===== config.mk =====
export PLATFORM = sky130hd
export DESIGN_NAME = sync_fifo_param
export DESIGN_NICKNAME = d
export VERILOG_FILES = /design/src/rtl/sync_fifo_param.sv
export SDC_FILE = /design/constraint.sdc
export NUM_CORES = 1
export LEC_CHECK = 0
export BUFFER_PORTS_ARGS = -buffer_cell sky130_fd_sc_hd__buf_2
export CAP_MARGIN = 20
export CORE_AREA = 10 10 120 111
export CTS_CLUSTER_DIAMETER = 80
export DETAILED_ROUTE_END_ITERATION = 8
export DIE_AREA = 0 0 130 121
export PLACE_DENSITY = 0.89
export SYNTH_ARGS = -nofsm -noshare
export SYNTH_HDL_FRONTEND = slang
export SYNTH_SLANG_ARGS = --single-unit

===== constraint.sdc =====
create_clock -name clk -period 3 [get_ports clk]
set_input_delay 0 -clock clk [delete_from_list [all_inputs] [get_ports clk]]
set_output_delay 0 -clock clk [all_outputs]
set_load 0.01 [all_outputs]

===== src/rtl/sync_fifo_param.sv =====
// Single-clock parametrised FIFO with occupancy count, threshold flags,
// overflow/underflow pulses with sticky bits, synchronous flush and optional FWFT read.
module sync_fifo_param #(
  parameter int DATA_W   = 8,
  parameter int DEPTH    = 16,
  parameter int AF_LEVEL = DEPTH - 2,
  parameter int AE_LEVEL = 2,
  parameter int FWFT     = 0
) (
  input  logic                       clk,
  input  logic                       rst,
  input  logic                       flush,
  input  logic                       wr,
  input  logic                       rd,
  input  logic [DATA_W-1:0]          wdata,
  output logic [DATA_W-1:0]          rdata,
  output logic                       full,
  output logic                       empty,
  output logic                       almost_full,
  output logic                       almost_empty,
  output logic [$clog2(DEPTH):0]     count,
  output logic                       overflow,
  output logic                       underflow,
  output logic                       ovf_sticky,
  output logic                       udf_sticky
);

  localparam int AW = $clog2(DEPTH);
  localparam int CW = AW + 1;

  logic [DATA_W-1:0] mem_q [DEPTH];

  logic [AW-1:0]     wr_ptr_q, wr_ptr_d;
  logic [AW-1:0]     rd_ptr_q, rd_ptr_d;
  logic [CW-1:0]     count_q, count_d;
  logic [DATA_W-1:0] rdata_q, rdata_d;
  logic              full_q, full_d;
  logic              empty_q, empty_d;
  logic              afull_q, afull_d;
  logic              aempty_q, aempty_d;
  logic              ovf_q, ovf_d;
  logic              udf_q, udf_d;
  logic              ovf_stk_q, ovf_stk_d;
  logic              udf_stk_q, udf_stk_d;

  logic              rd_ok;
  logic              wr_ok;
  logic              mem_we;

  // A read frees a slot in the same edge, so a full FIFO can still take a write.
  assign rd_ok  = rd & ~empty_q;
  assign wr_ok  = wr & (~full_q | rd_ok);
  assign mem_we = wr_ok & ~flush;

  always_comb begin
    wr_ptr_d  = wr_ptr_q;
    rd_ptr_d  = rd_ptr_q;
    count_d   = count_q;
    rdata_d   = rdata_q;
    full_d    = full_q;
    empty_d   = empty_q;
    afull_d   = afull_q;
    aempty_d  = aempty_q;
    ovf_d     = 1'b0;
    udf_d     = 1'b0;
    ovf_stk_d = ovf_stk_q;
    udf_stk_d = udf_stk_q;

    if (flush) begin
      wr_ptr_d  = '0;
      rd_ptr_d  = '0;
      count_d   = '0;
      rdata_d   = '0;
      full_d    = 1'b0;
      empty_d   = 1'b1;
      afull_d   = 1'b0;
      aempty_d  = 1'b1;
      ovf_stk_d = 1'b0;
      udf_stk_d = 1'b0;
    end else begin
      if (wr_ok) wr_ptr_d = wr_ptr_q + AW'(1);
      if (rd_ok) begin
        rd_ptr_d = rd_ptr_q + AW'(1);
        rdata_d  = mem_q[rd_ptr_q];
      end
      count_d   = count_q + {{AW{1'b0}}, wr_ok} - {{AW{1'b0}}, rd_ok};
      // Flags come from the next count so they line up with the count register.
      full_d    = (count_d == CW'(DEPTH));
      empty_d   = (count_d == '0);
      afull_d   = (count_d >= CW'(AF_LEVEL));
      aempty_d  = (count_d <= CW'(AE_LEVEL));
      ovf_d     = wr & ~wr_ok;
      udf_d     = rd & ~rd_ok;
      ovf_stk_d = ovf_stk_q | ovf_d;
      udf_stk_d = udf_stk_q | udf_d;
    end
  end

  always_ff @(posedge clk or negedge rst) begin
    if (!rst) begin
      wr_ptr_q  <= '0;
      rd_ptr_q  <= '0;
      count_q   <= '0;
      rdata_q   <= '0;
      full_q    <= 1'b0;
      empty_q   <= 1'b1;
      afull_q   <= 1'b0;
      aempty_q  <= 1'b1;
      ovf_q     <= 1'b0;
      udf_q     <= 1'b0;
      ovf_stk_q <= 1'b0;
      udf_stk_q <= 1'b0;
    end else begin
      wr_ptr_q  <= wr_ptr_d;
      rd_ptr_q  <= rd_ptr_d;
      count_q   <= count_d;
      rdata_q   <= rdata_d;
      full_q    <= full_d;
      empty_q   <= empty_d;
      afull_q   <= afull_d;
      aempty_q  <= aempty_d;
      ovf_q     <= ovf_d;
      udf_q     <= udf_d;
      ovf_stk_q <= ovf_stk_d;
      udf_stk_q <= udf_stk_d;
    end
  end

  // Storage is deliberately left out of reset.
  always_ff @(posedge clk) begin
    if (mem_we) mem_q[wr_ptr_q] <= wdata;
  end

  generate
    if (FWFT != 0) begin : g_fwft
      assign rdata = empty_q ? '0 : mem_q[rd_ptr_q];
    end else begin : g_std
      assign rdata = rdata_q;
    end
  endgenerate

  assign full         = full_q;
  assign empty        = empty_q;
  assign almost_full  = afull_q;
  assign almost_empty = aempty_q;
  assign count        = count_q;
  assign overflow     = ovf_q;
  assign underflow    = udf_q;
  assign ovf_sticky   = ovf_stk_q;
  assign udf_sticky   = udf_stk_q;

endmodule


==> out/qor.yml <==
sta:
  hold_viol_final: 0
  fmax_ghz: 0.358
  tightest_slew_ps: 977
  grt_setup_unrepaired: "false"
  maxSlewViolCount: 0
  fin_setup_tns_ps: 0
  finClkSkew_ps: 6.13
  whs_ps: 157
  fin_crit_sh: 0.932
  max_slew_margin: 0.347
  setup_viol: 0
  min_period_ps: 2790
yosys:
  syn_inst: 358
  ys_seq_area_frac: 0.714
  syn_avg_cell_area_um2: 17.9
  synth_seq_cells: 157
  yosysWarnings: 0
  async_reset_ff_frac: 0.185
  ys_types: 44
  synth-edff-count: 128
  synth_ff_type: "edfxtp_1"
  syn_nets: 382
  syn-cell-area_mm2: 0.00640
cts:
  cts.sinks: 157
  clk_path_buf_depth: 2
  clk_pin_slew_worst_paths_ps: 60
  root_buffer: "clkbuf_16"
  clock_latency_ps: 420
  h-tree-depth: 4
  cts_tree: "built"
  post_cts.repair.setup_buffers: 0
  cts_buffers: 17
cells_and_area:
  multi_input_area_mm2: 0.00165
  areaGrowthSynthToFinish_pct: 17.0
  final_util: 0.699
  drive_above_1_share: 0.278
  regArea_mm2: 0.00457
  final.fill_count: 662
  final_design_area_no_fill_mm2: 0.00749
  layout.nets: 453
  num_antenna_cells: 0
  layout.cells.non_filler: 575
power_and_ir_drop:
  p_sw_frac: 0.271
  ir_drop_v: 0.000706
  cellPowerDensity_mw_per_mm2: 771
  p_seq_frac: 0.454
  leakagePower_nw: 2.73
  p_clk_frac: 0.366
  combPwrFrac: 0.180
  internal-power_w: 0.00421
  switchingPower_w: 0.00157
setup_path:
  worstPathMaxFanout: 5
  critPathKind: "register to register"
  startpoint_type: "register"
  cp_cell_sequence: "nand2b_2, a21boi_2, inv_2, ha_1, inv_1, ha_1, inv_1, fa_1, nor2b_1, o21ai_1, a21oi_2, nor3b_4, or2_2"
  worstPathArrival_ps: 3090
  end_kind: "register"
  cpPeakStageDelay_ps: 570
  slowest_stage: "dfstp_2"
  reg2regPathDepth: 13
  cp.required_ps: 3300
detailed_routing:
  routed-via-count: 3396
  dr.first_iter.drc_count: 311
  wl_um: 12800
  avgRoutedWirePerCell_um: 22.3
  first_pass_iters: 4
  vias_per_cell: 5.91
  drc_errors: 0
  ant_nets: 0
placement:
  dpl.hpwl_um: 8230
  gp_congestion: 0.842
  placed_area_mm2: 0.00676
  dpl.cell_count: 531
  port_buffers: 33
floorplan:
  ios: 34
  die_h_um: 121
  start_util: 0.597
  num_rows: 36
  die_w_um: 130
  die_area_mm2: 0.0157
  core_area_mm2: 0.0107
global_route:
  antenna_found_initial: 0
  grt_pass1_vias: 3607
  grt_pass1_wl_um: 20100
  grt.overflow.total: 0
  track_usage: 0.173
  grt_max_degree: 30
flow_run:
  maxCapViolCount: 0
outcome:
  status: "completed"
min_path:
  hold_class: "input port to asynchronous set/reset pin"
through the flow:
step           power, W  setup slack, ps
2_1_floorplan   0.00333              233
5_1_grt         0.00602             27.3
4_1_cts         0.00576             74.0
3_5_place_dp    0.00363             6.74
6_report        0.00578              205
3_3_place_gp    0.00358              168
sequential cells by signal (all words and copies together), names as in the netlist:
| register | count |
|---|---|
| overflow | 1 |
| almost_full | 1 |
| count | 5 |
| underflow | 1 |
| rdata | 8 |
| ovf_sticky | 1 |
| rd_ptr_q | 4 |
| full | 1 |
| udf_sticky | 1 |
| empty | 1 |
| wr_ptr_q | 4 |
| almost_empty | 1 |
| mem_q | 128 |
synthesized netlist by cell type, types with 2 or more instances:
library cell | instances | share of area
buf_6 | 3 | 0.0053
nor2_1 | 23 | 0.013
a31oi_1 | 2 | 0.0020
ha_1 | 10 | 0.020
xnor2_1 | 2 | 0.0027
dfrtp_1 | 27 | 0.11
mux4_1 | 9 | 0.037
mux4_2 | 16 | 0.056
a21oi_1 | 6 | 0.0047
nor3_1 | 4 | 0.0031
buf_2 | 2 | 0.0016
nand3_1 | 4 | 0.0031
inv_1 | 11 | 0.0064
edfxtp_1 | 128 | 0.60
buf_1 | 2 | 0.0012
o21ai_0 | 2 | 0.0016
dfstp_2 | 2 | 0.0082
mux2i_1 | 14 | 0.022
clkbuf_1 | 3 | 0.0018
nand2_1 | 20 | 0.012
clkbuf_8 | 4 | 0.0086
and3_1 | 2 | 0.0020
nor2b_1 | 4 | 0.0039
xor2_1 | 6 | 0.0082
a21o_1 | 2 | 0.0023
a22oi_1 | 15 | 0.018
o211ai_1 | 7 | 0.0082
nand2b_1 | 4 | 0.0039
mux2_2 | 9 | 0.016
metal layers:
layer / vias up / global-route usage / routed length (µm) / share of wire
li1: 1534 / - / - / -
met1: 1696 / 0.224 / 5350 / 0.42
met2: 148 / 0.275 / 6240 / 0.49
met3: 18 / 0.0433 / 1010 / 0.079
met4: 0 / 0.0681 / 224 / 0.017
met5: - / 0 / 0 / 0
final timing paths:
kind,endpoint,slack [ps],from
max reg2reg,almost_full,210,empty
max in group asynchronous,rd_ptr_q[1],2370,rst
min reg2reg,udf_sticky,480,udf_sticky
min in group clk,overflow,410,wr
min,wr_ptr_q[0],160,rst
max,almost_full,210,empty
cell type report:
class                   instances  share of cell area
flip-flops and latches        157               0.611
multi-input cells             172               0.221
repair buffers                 69              0.0621
clock buffers                  17              0.0568
well taps                     133              0.0222
clock inverters                15              0.0217
inverters                      12             0.00601
cells by family after synthesis:
| family | synth area share |
|---|---|
| DFF | 0.714 |
| AOI/OAI and AO/OA | 0.0375 |
| adders and majority gates | 0.0227 |
| muxes | 0.131 |
| and+or+nand+nor | 0.0526 |
| buffers and inverters | 0.0313 |
| xor gates and xnor gates | 0.0109 |
cells in the final DEF, fill, tap and decap left out, drive strengths merged, types with 4 or more instances in the layout:
cell type | Yosys | layout
nor2b | 4 | 4
dfrtp | 27 | 27
nand2 | 20 | 20
a21oi | 6 | 6
o211ai | 7 | 7
buf | 9 | 57
mux2i | 14 | 14
inv | 11 | 16
edfxtp | 128 | 128
a22oi | 15 | 15
nor2 | 24 | 24
clkbuf | 7 | 17
ha | 10 | 10
nand2b | 4 | 4
nand3 | 4 | 4
mux4 | 25 | 25
dlygate4sd3 | 0 | 12
xor2 | 6 | 6
nor3 | 4 | 4
mux2 | 9 | 9
clkinv | 1 | 8
repair_timing:
item,in CTS,in global routing
hold buffers,12,0
gates cloned,0,0
pin swaps,0,1
gates resized for setup,1,6
endpoints found under the hold margin,166,0
endpoints found under the setup margin,1,4
critical path, delay by kind of cell, from the launching register on:
kind,cells,cell delay (ps)
buffers and inverters,3,220
AO/OA/AOI/OAI,3,370
flip-flops,1,570
adder cells (fa/ha/maj),3,810
AND/OR/NAND/NOR,4,700
power by group through the flow:
stage / combinational [W] / clock, W / sequential [W]
final: 0.00104 / 0.00211 / 0.00262
after global routing: 0.00114 / 0.00224 / 0.00264
after CTS: 0.00101 / 0.00213 / 0.00262
after detailed placement: 0.000968 / 0 / 0.00266
after global placement: 0.000926 / 0 / 0.00265
after floorplan: 0.000679 / 0 / 0.00265
Note: power is estimated with default switching activity, not from simulation.
